===== config.mk =====
export PLATFORM = sky130hd
export DESIGN_NAME = idma_reg64_launcher
export DESIGN_NICKNAME = d
export VERILOG_FILES = /design/src/rtl/idma_reg64_launcher.sv
export SDC_FILE = /design/constraint.sdc
export NUM_CORES = 1
export LEC_CHECK = 0
export BUFFER_PORTS_ARGS = -buffer_cell sky130_fd_sc_hd__buf_2
export CORE_ASPECT_RATIO = 0.7
export CORE_UTILIZATION = 53
export DETAILED_ROUTE_END_ITERATION = 10
export HOLD_SLACK_MARGIN = 0.06
export PLACE_DENSITY = 0.8
export SLEW_MARGIN = 5
export SYNTH_ARGS = -nofsm -noshare
export SYNTH_HDL_FRONTEND = slang
export SYNTH_SLANG_ARGS = --single-unit

===== constraint.sdc =====
create_clock -name clk_i -period 15.65 [get_ports clk_i]
set_input_delay 2.3475 -clock clk_i [delete_from_list [all_inputs] [get_ports clk_i]]
set_output_delay 2.3475 -clock clk_i [all_outputs]
set_load 0.005 [all_outputs]

===== src/rtl/idma_reg64_launcher.sv =====
// idma_reg64_launcher
//
// Register-bus initiator that drives the 64-bit iDMA register frontend from
// a simple job stream. Each accepted job writes SRC, DST, NUM_BYTES and CONF,
// reads NEXT_ID to launch the transfer and learn its ID, waits for
// completion, clears IPSR and then returns one response beat.
//
// Optional feature macro: IDMA_LAUNCHER_IRQ_EN
//   defined   : completion is taken from irq_i[1]; WAIT issues no bus traffic.
//   undefined : completion is found by polling DONE every PollGap idle cycles.
//
// Parameters
//   AddrWidth : width of the job source, destination and length fields
//   PollGap   : idle cycles between DONE polls (>= 1)
//   RegBase   : byte offset of the DMA register window on the reg bus
//
// Ports
//   clk_i, rst_i            : clock, asynchronous active-high reset
//   job_valid_i/job_ready_o : job handshake
//   job_src_i/dst_i/len_i   : job fields; job_decouple_i goes to CONF[0]
//   rsp_valid_o/rsp_ready_i : completion handshake
//   rsp_id_o, rsp_err_o     : transfer ID, job failed
//   reg_valid_o ... reg_wstrb_o : reg-bus request (registered)
//   reg_ready_i, reg_rdata_i, reg_error_i : reg-bus response
//   irq_i                   : frontend interrupts, [0] read done, [1] write done
//   busy_o                  : state machine is not IDLE
module idma_reg64_launcher #(
  parameter int unsigned AddrWidth = 64,
  parameter int unsigned PollGap   = 4,
  parameter logic [5:0]  RegBase   = 6'h00
) (
  input  logic                 clk_i,
  input  logic                 rst_i,
  input  logic                 job_valid_i,
  output logic                 job_ready_o,
  input  logic [AddrWidth-1:0] job_src_i,
  input  logic [AddrWidth-1:0] job_dst_i,
  input  logic [AddrWidth-1:0] job_len_i,
  input  logic                 job_decouple_i,
  output logic                 rsp_valid_o,
  input  logic                 rsp_ready_i,
  output logic [63:0]          rsp_id_o,
  output logic                 rsp_err_o,
  output logic                 reg_valid_o,
  output logic                 reg_write_o,
  output logic [5:0]           reg_addr_o,
  output logic [63:0]          reg_wdata_o,
  output logic [7:0]           reg_wstrb_o,
  input  logic                 reg_ready_i,
  input  logic [63:0]          reg_rdata_i,
  input  logic                 reg_error_i,
  input  logic [1:0]           irq_i,
  output logic                 busy_o
);

  localparam logic [5:0] OFF_SRC     = 6'h00;
  localparam logic [5:0] OFF_DST     = 6'h08;
  localparam logic [5:0] OFF_LEN     = 6'h10;
  localparam logic [5:0] OFF_CONF    = 6'h18;
  localparam logic [5:0] OFF_NEXT_ID = 6'h28;
  localparam logic [5:0] OFF_DONE    = 6'h30;
  localparam logic [5:0] OFF_IPSR    = 6'h38;

  typedef enum logic [3:0] {
    IDLE, WR_SRC, WR_DST, WR_LEN, WR_CONF, LAUNCH, WAIT, CLR, RESP
  } state_e;

  state_e state_q, state_d;

  logic [AddrWidth-1:0] src_q, dst_q, len_q;
  logic                 decouple_q;
  logic [63:0]          id_q;
  logic                 err_q;

  logic        job_fire;
  logic        xfer;
  logic        issue;
  logic        req_write;
  logic [5:0]  req_off;
  logic [63:0] req_wdata;

  assign reg_wstrb_o = 8'hFF;
  assign rsp_id_o    = id_q;
  assign rsp_err_o   = err_q;
  assign busy_o      = (state_q != IDLE);
  assign job_fire    = job_valid_i & job_ready_o;
  assign xfer        = reg_valid_o & reg_ready_i;

`ifdef IDMA_LAUNCHER_IRQ_EN
  // Read-done interrupt carries no information for a completed transfer.
  logic unused_irq_rd;
  assign unused_irq_rd = irq_i[0];
`else
  logic [15:0] gap_q;
  logic        unused_irq;
  assign unused_irq = ^irq_i;
`endif

  // Next state and the request each access state would issue.
  always_comb begin
    state_d     = state_q;
    issue       = 1'b0;
    req_write   = 1'b1;
    req_off     = OFF_SRC;
    req_wdata   = '0;
    job_ready_o = 1'b0;
    rsp_valid_o = 1'b0;
    unique case (state_q)
      IDLE: begin
        // Held low while reset is asserted so the reset value is 0.
        job_ready_o = ~rst_i;
        if (job_valid_i && !rst_i) begin
          state_d = (job_len_i == '0) ? RESP : WR_SRC;
        end
      end
      WR_SRC: begin
        issue     = ~reg_valid_o;
        req_wdata = 64'(src_q);
        if (xfer) state_d = WR_DST;
      end
      WR_DST: begin
        issue     = ~reg_valid_o;
        req_off   = OFF_DST;
        req_wdata = 64'(dst_q);
        if (xfer) state_d = WR_LEN;
      end
      WR_LEN: begin
        issue     = ~reg_valid_o;
        req_off   = OFF_LEN;
        req_wdata = 64'(len_q);
        if (xfer) state_d = WR_CONF;
      end
      WR_CONF: begin
        issue     = ~reg_valid_o;
        req_off   = OFF_CONF;
        req_wdata = {63'b0, decouple_q};
        if (xfer) state_d = LAUNCH;
      end
      LAUNCH: begin
        issue     = ~reg_valid_o;
        req_write = 1'b0;
        req_off   = OFF_NEXT_ID;
        if (xfer) state_d = WAIT;
      end
      WAIT: begin
`ifdef IDMA_LAUNCHER_IRQ_EN
        if (irq_i[1]) state_d = CLR;
`else
        issue     = ~reg_valid_o && (gap_q == '0);
        req_write = 1'b0;
        req_off   = OFF_DONE;
        // Unsigned compare: DONE at or past our ID means our job retired.
        if (xfer && (reg_rdata_i >= id_q)) state_d = CLR;
`endif
      end
      CLR: begin
        issue     = ~reg_valid_o;
        req_off   = OFF_IPSR;
        req_wdata = 64'h3;
        if (xfer) state_d = RESP;
      end
      RESP: begin
        rsp_valid_o = 1'b1;
        if (rsp_ready_i) state_d = IDLE;
      end
      default: state_d = IDLE;
    endcase
    // Any failed access ends the job; nothing further goes on the bus.
    if (xfer && reg_error_i) state_d = RESP;
  end

  always_ff @(posedge clk_i or posedge rst_i) begin
    if (rst_i) begin
      state_q <= IDLE;
    end else begin
      state_q <= state_d;
    end
  end

  // Job capture, registered bus request, ID and error tracking.
  always_ff @(posedge clk_i or posedge rst_i) begin
    if (rst_i) begin
      src_q       <= '0;
      dst_q       <= '0;
      len_q       <= '0;
      decouple_q  <= 1'b0;
      id_q        <= '0;
      err_q       <= 1'b0;
      reg_valid_o <= 1'b0;
      reg_write_o <= 1'b0;
      reg_addr_o  <= '0;
      reg_wdata_o <= '0;
    end else begin
      if (job_fire) begin
        src_q      <= job_src_i;
        dst_q      <= job_dst_i;
        len_q      <= job_len_i;
        decouple_q <= job_decouple_i;
        id_q       <= '0;
        err_q      <= (job_len_i == '0);
      end
      // A state is entered with reg_valid_o low, so the request goes out one
      // cycle later, leaving exactly one idle bus cycle between accesses.
      if (issue) begin
        reg_valid_o <= 1'b1;
        reg_write_o <= req_write;
        reg_addr_o  <= RegBase + req_off;
        reg_wdata_o <= req_wdata;
      end else if (xfer) begin
        reg_valid_o <= 1'b0;
      end
      if (xfer) begin
        if (reg_error_i) begin
          err_q <= 1'b1;
        end else if (state_q == LAUNCH) begin
          id_q <= reg_rdata_i;
        end
      end
    end
  end

`ifndef IDMA_LAUNCHER_IRQ_EN
  // Loaded with PollGap-1 on a DONE completion; together with the cycle in
  // which reg_valid_o drops this gives PollGap idle cycles between polls.
  always_ff @(posedge clk_i or posedge rst_i) begin
    if (rst_i) begin
      gap_q <= '0;
    end else if ((state_q == WAIT) && xfer) begin
      gap_q <= 16'(PollGap - 1);
    end else if (gap_q != '0) begin
      gap_q <= gap_q - 16'd1;
    end
  end
`endif

endmodule


; Yosys cells after proc, flatten, opt, wreduce, memory -nomap -nowiden
; Index checks and enable logic that the tools add are counted.
[word_totals]
register_bits = 350
inputBits = 265
out_inout_bits = 148
elab_cells = 80
[classes]
n_addsub = 1
magnitude_cmp = 1
n_eq_ne = 17
muxes = 29
bitwise_logic = 4
reduce_logical = 16
[op_table]
columns = op, n
row1 = 64-bit case mux with 5 select lines, 1
row2 = 64-bit 2-to-1 mux, 4
row3 = 64-bit >= comparator, 1
row4 = 64-bit logical NOT, 1
row5 = 4-bit 2-to-1 mux, 11
row6 = 4-bit case mux with 9 select lines, 1
row7 = 6-bit case mux with 6 select lines, 1
row8 = 16-bit 2-to-1 mux, 2
row9 = 3-bit != test (second input constant), 9
row10 = 4-bit by 3-bit equality test with 1-bit output (second input constant), 4
row11 = 16-bit logical NOT, 1
row12 = 16-bit nonzero test, 1
row13 = 16-bit by 1-bit subtractor with 16-bit output (second input constant), 1
row14 = 9-bit AND reduction, 1
row15 = 4-bit by 2-bit equality test with 1-bit output (second input constant), 2
row16 = 1-bit 2-to-1 mux, 8
row17 = 6-bit OR reduction, 1
row18 = 1-bit logical AND, 5
row19 = 4-bit by 1-bit equality test with 1-bit output (second input constant), 1
row20 = 4-bit equality test (second input constant), 1
row21 = 4-bit logical NOT, 1
row22 = 2-bit nonzero test, 2
row23 = 4-bit nonzero test, 1
row24 = 1-bit AND, 2
row25 = other kinds (4), 5

; Logic depth before layout (Yosys ltp)
; Gate-level depths: netlist (run 1).
[depth]
ltp_word = 7
depth_mapped = 10

; Worst setup path before layout (run 1)
; No wires, ideal clock.
[synth_timing]
kind = input-to-output
start = in rst_i
end = out job_ready_o
t_arrival_ps = 2454
t_required_ps = 13303
setup_slack_ps = 10849
path_stages = 1
path_buffers = 0
path_cell_list = nor2_1
[synth_via]
elab_chain_len = 2
[synth_lines]
columns = item, line_no
row1 = "start, declared", 33  ; input logic rst_i,
row2 = 1-bit inverter, 111  ; job_ready_o = ~rst_i;
row3 = 1-bit 2-to-1 mux, 108  ; unique case (state_q)
row4 = "end, declared", 35  ; output logic job_ready_o,
; No other way between the ends.

; Final worst setup path (run 1)
; Same ends and word-level chain as after synthesis.

==> reports/qor.yml, run 1 <==
insertion_delay_ns: 0.53
synth.avg_cell_area_um2: 12.31
yosys.area_share.simple_pct: 6.773
finalMaxSlewViolations: 0
status: "completed"
synth_xor_area_share_pct: 0.6717
rsz0062_at_grt: "no"
endpoint_kind: "output port"
nNetsFinal: 1972
drtIter0Drc: 1258
cts_resized: 0
dp.cells: 1983
muxShareOfSynthArea_pct: 13.95
die_x_um: 207.4
yosys_register_bits: 347
crit_buf_inv: 2
cts_made_buffers: 35
synth_top_family_by_area: "multiplexers"
initial_core_util_pct: 54.04
grt_pass1_wl_um: 68040
p_leak_nw: 8.824
synth_fa_ha_area_share_pct: 5.198
arrival_ns: 2.71
layout.cells.non_filler: 2061
synthTopCellsByCount: "dfrtp_1, mux2_2, nand2_1"
fmax_mhz: 197.9
core_um2: 28950
cts.root.buffer_cell: "clkbuf_16"
vdd_drop_max_uv: 106.6
fin_crit_ns: 5.053
finalHoldViolCount: 0
antenna_left: 0
via_per_inst: 5.913
cts_tree: "built"
slew_headroom_pct: 13.62
synthTopCellsByArea: "dfrtp_1, mux2_2, ha_1, a222oi_1, a22o_1"
syn_area_um2: 15650
area_growth_pct: 21.63
rows: 52
hold_path.class: "reg -> reg"
yosysMostFrequentCell: "dfrtp_1"
clock_skew_ns: 0.02148
antenna_found_initial: 18
cts_sinks: 347
synthCells: 1271
grt_max_degree: 196
grt_util_all_layers_pct: 28.44
path_class: "in -> out"
dieArea_um2: 30230
htreeDepth: 2
vias: 12190
drt_pass1_iterations: 8
drive_gt1_share_pct: 40.85
period_share_pct: 32.29
synth-edff-count: 0
hold_buffers: 0
synth_top_area_share_pct: 55.49
max_cap_violations: 0
path_max_fanout: 3
worst_path_most_repeated_cell: "buf_2"
ys_seq_area_share_pct: 55.49
grt_pass1_vias: 12300
port-buffer-count: 399
worst_pin_slew_ns: 1.296
fp.dieH_um: 145.8
crit_family: "buffers and inverters"
wl_um: 43270
grt_overflow: 0
setup_viol: 0
place.gp.congestion: 0.8817
ys_async_sr_fraction_pct: 100.0
cpPeakStageDelay_ns: 0.14
cts_buffer_depth: 3
synth_compound_area_share_pct: 13.31
clk_pin_slew_worst_paths_ns: 0.06
setup_tns_ns: 0
hold-worst-slack_ns: 0.4730
cp.required_ns: 13.30
synthDistinctLibCells: 61
crit_slowest_cell: "buf_2"
yosys.area.top_type: "dfrtp_1"
cellPowerDensity_nw_per_um2: 168.6
dpl.hpwl_um: 29460
wl_per_cell_um: 20.99
ios: 413
drcViolationCount: 0
synth_top_flop_cell: "dfrtp_1"
post-cts-setup-buffer-count: 0
startpoint_type: "input pin"
worstPathCellList: "buf_2 -> nor2_1 -> buf_2"
yosysWarnings: 0
## registers in the layout (all words and copies together) (netlist names)
name and count:
decouple_q 1, dst_q 64, gap_q 16, len_q 64, reg_addr_o 3, reg_valid_o 1, reg_wdata_o 64, reg_write_o 1
rsp_err_o 1, rsp_id_o 64, src_q 64, state_q 4
## stage by stage
step	setup WS (ns)	power, mW	cell area, um2	util [%]
floorplan	3.681	2.089	15680	-
global placement	10.60	2.321	17860	61.70
detailed placement	10.60	2.385	17860	61.70
CTS	10.60	3.220	18990	65.60
global route	10.53	3.390	19030	65.73
finish	10.60	3.209	19030	65.73
## layout make-up
cell class	count	area, um2
clock buffers	51	1047
repair buffers	411	2100
inverters	74	285.3
flip-flops and latches	347	8683
clock inverters	11	81.33
well taps	378	473.0
fillers	2216	9921
multi-input cells	773	6322
diodes	16	40.04
## cells in the final DEF, fill, tap and decap left out, types with 25 or more instances in the layout
master / count
a21oi_1: 29
a222oi_1: 62
a22o_1: 64
buf_2: 399
clkbuf_16: 36
dfrtp_1: 347
ha_1: 65
inv_1: 73
mux2_2: 193
nand2_1: 84
nor4_1: 26
o21ai_0: 57
o21ai_1: 25
## where the power goes
| group | internal, mW | total [mW] | switching [mW] |
|---|---|---|---|
| combinational | 0.460 | 0.930 | 0.471 |
| sequential | 1.23 | 1.45 | 0.218 |
| clock | 0.468 | 0.828 | 0.360 |
| total | 2.16 | 3.21 | 1.05 |
## tightest hold or removal path, cell delays in order, from the launching register on
cell and delay, ns:
dfrtp_1 0.34, nand2_1 0.04, o21ai_0 0.06
## kinds of logic (layout without fill, tap and decap cells)
kind of cell / Yosys count / in the layout
muxes: 194 / 194
DFF: 347 / 347
and+or+nand+nor: 213 / 213
xor gates and xnor gates: 12 / 12
adders and majority gates: 65 / 65
AOI/OAI and AO/OA: 278 / 278
buffers and inverters: 160 / 547
other: 2 / 27
## worst paths after layout
| check | end | slack, ns | startpoint | cells after the start |
|---|---|---|---|---|
| worst max-delay path | job_ready_o | 10.60 | rst_i | 3 |
| worst min-delay path | reg_wdata_o[43]$_DFFE_PP0P_ | 0.47 | reg_wdata_o[43]$_DFFE_PP0P_ | 2 |
| worst max register to register | rsp_id_o[39]$_DFF_PP0_ | 11.97 | state_q[3]$_DFFE_PP0P_ | 7 |
| worst min register to register | reg_wdata_o[43]$_DFFE_PP0P_ | 0.47 | reg_wdata_o[43]$_DFFE_PP0P_ | 2 |
| max in group asynchronous | dst_q[63]$_DFFE_PP0P_ | 12.09 | rst_i | 3 |
| min in group asynchronous | rsp_id_o[37]$_DFF_PP0_ | 1.92 | rst_i | 2 |
## per-layer routing
| layer | share of wire (%) | wire (um) | GRT usage, % |
|---|---|---|---|
| met4 | 3.3 | 1421 | 11.64 |
| met1 | 43 | 18660 | 39.75 |
| met3 | 7.6 | 3307 | 6.495 |
| met5 | 0.079 | 34 | 0 |
| met2 | 46 | 19840 | 43.13 |
(Power assumes the default switching activity.)
==> run 2, diff against run 1 <==
- CORE_UTILIZATION: 53 -> 48
- PLACE_DENSITY: 0.8 -> 0.77
- clock period: 15.65 -> 4.6 ns (I/O delays scaled with it)
==> run 2 against run 1 <==
Net effect:
- cell area rose by 0.69%
- final cell count rose by 1.7%
- routed wire length rose by 0.90%
- utilization fell by 5.1 points
- clock-buffer cell count did not move
- sequential power rose to 3.4 times the previous value
- first-iteration DRC count fell by 4.1%
- critical path type is now reg -> reg
==> reports/qor.yml, run 2 (synthesis results as in run 1) <==
drive_gt1_share_pct: 40.66  # -0.19 points
insertion_delay_ns: 0.52  # about the same
grt_util_all_layers_pct: 26.02  # -2.4 points
p_clk_share_pct: 26.2  # +0.4 points
clock_skew_ns: 0.02471  # +0.003230 ns
via_per_inst: 5.768  # -2.4%
cts_resized: 0  # unchanged
antenna_found_initial: 14  # -4
initial_core_util_pct: 49.49  # -4.6 points
wl_um: 43660  # +0.90%
rows: 54  # +3.8%
layout_commonest_cell: "buf_2"
area_growth_pct: 22.47
globalRouteMet2Util_pct: 39.72  # -3.4 points
worst_pin_slew_ns: 1.022  # -0.2740 ns
fmax_mhz: 318.6
fin_crit_ns: 3.139
cts.root.buffer_cell: "clkbuf_16"
drtIter0Drc: 1207  # -4.1%
intPower_mw: 7.483  # +250%
power.net_switching_mw: 3.523  # +240%
core_um2: 31620  # +9.2%
cts_buffer_depth: 3  # unchanged
port-buffer-count: 399  # unchanged
post-cts-setup-buffer-count: 0  # unchanged
status: "completed"
antenna_left: 0  # unchanged
cellPowerDensity_nw_per_um2: 574.4  # +240%
fillers: 2517  # +14%
cp.required_ns: 5.01  # -8.29 ns
p_leak_nw: 8.856  # +0.36%
grtUsageMet3_pct: 7.065  # +0.57 points
path_class: "reg -> reg"
hold_buffers: 0  # unchanged
power_switching_share_pct: 32.01  # -0.64 points
startpoint_type: "flop"
die_x_um: 217.8  # +5.0%
wl_per_cell_um: 20.83  # -0.78%
htreeDepth: 2  # unchanged
seq_power_share_pct: 44.8  # -0.4 points
cts_sinks: 347  # unchanged
drt_pass1_iterations: 6  # -2
dpl.hpwl_um: 30080  # +2.1%
cts_tree: "built"
max_cap_violations: 0  # unchanged
nNetsFinal: 1972  # unchanged
finalHoldViolCount: 0  # unchanged
report.power.total_mw: 11.01  # +240%
combPwrFrac_pct: 28.9  # about the same
ios: 413  # unchanged
vias: 12090  # -0.79%
grt_pass1_vias: 12300  # +0.0081%
clk_pin_slew_worst_paths_ns: 0.06  # about the same
grt_overflow: 0  # unchanged
period_share_pct: 68.24
place.gp.congestion: 0.9209  # +4.4%
layout.cells.most_common_list: "buf_2, dfrtp_1, mux2_2"
grt_max_degree: 151  # -23%
rsz0062_at_grt: "no"
hold_path.class: "in -> reg"
dieArea_um2: 33340  # +10%
busiest_layer: "met2"
setup_tns_ns: 0  # unchanged
vdd_drop_max_uv: 353.1  # +230%
drcViolationCount: 0  # unchanged
path_max_fanout: 4  # +1
slew_headroom_pct: 31.88  # +18 points
cts_made_buffers: 35  # unchanged
met1_usage_pct: 35.29  # -4.5 points
finalMaxSlewViolations: 0  # unchanged
grt_pass1_wl_um: 67800  # -0.35%
fp.dieH_um: 153.1  # +5.0%
setup_viol: 0  # unchanged
endpoint_kind: "flop"
arrival_ns: 3.55  # +0.84 ns
[run 2: area by class of cell]
class	count	area, um2	area share (%)
Timing Repair Buffer	411	2162	11.28
Tap cell	420	525.5	2.742
Multi-Input combinational cell	773	6327	33.02
Clock buffer	51	1017	5.308
Sequential cell	347	8683	45.31
Inverter	74	281.5	1.469
Clock inverter	9	138.9	0.7247
Antenna cell	11	27.53	0.1436
[run 2: worst paths after layout]
check	to	slack (ns)	cells past startpoint	startpoint
worst max-delay path	state_q[3]$_DFFE_PP0P_	1.46	8	rsp_id_o[47]$_DFF_PP0_
worst min-delay path	src_q[43]$_DFFE_PP0P_	0.39	2	job_src_i[43]
worst max register to register	state_q[3]$_DFFE_PP0P_	1.46	8	rsp_id_o[47]$_DFF_PP0_
worst min register to register	reg_wdata_o[49]$_DFFE_PP0P_	0.48	2	reg_wdata_o[49]$_DFFE_PP0P_
max in group asynchronous	len_q[37]$_DFFE_PP0P_	3.45	3	rst_i
min in group asynchronous	rsp_id_o[51]$_DFF_PP0_	0.43	3	rst_i
[run 2: through the flow]
stage          instance area, um2  hold slack, ns  setup slack (ns)  cells  util (%)
2_1_floorplan               15690          0.4733           -0.7344   1280         -
3_3_place_gp                17980          0.4566             1.256   2025     56.86
3_5_place_dp                17980          0.4654             1.230   2025     56.86
4_1_cts                     19140          0.3708             1.480   2085     60.52
5_1_grt                     19160          0.3705             1.234   2096     60.60
6_report                    19160          0.3930             1.461   2096     60.60
[run 2: worst max-delay path: stages, from the launching register on]
cell and delay, ns:
dfrtp_1 0.38, inv_1 0.06, ha_1 0.30, nand4_1 0.23, nor4_1 0.84, nand4_1 0.25
a31oi_1 0.58, nor4_1 0.12, nor4bb_1 0.28
[run 2: power groups by stage]
stage / clock network, mW / logic, mW / registers, mW
after global routing: 3.07 / 3.51 / 5.08
final: 2.89 / 3.19 / 4.93
after floorplan: 0 / 2.38 / 4.73
after CTS: 2.96 / 3.20 / 4.92
after detailed placement: 0 / 3.19 / 4.96
after global placement: 0 / 3.07 / 4.89
[run 2: layer usage]
| metal | vias up | routed length, um |
|---|---|---|
| li1 | 5463 | - |
| met3 | 105 | 3322 |
| met4 | 6 | 1546 |
| met5 | - | 32 |
| met2 | 494 | 20180 |
| met1 | 6022 | 18580 |
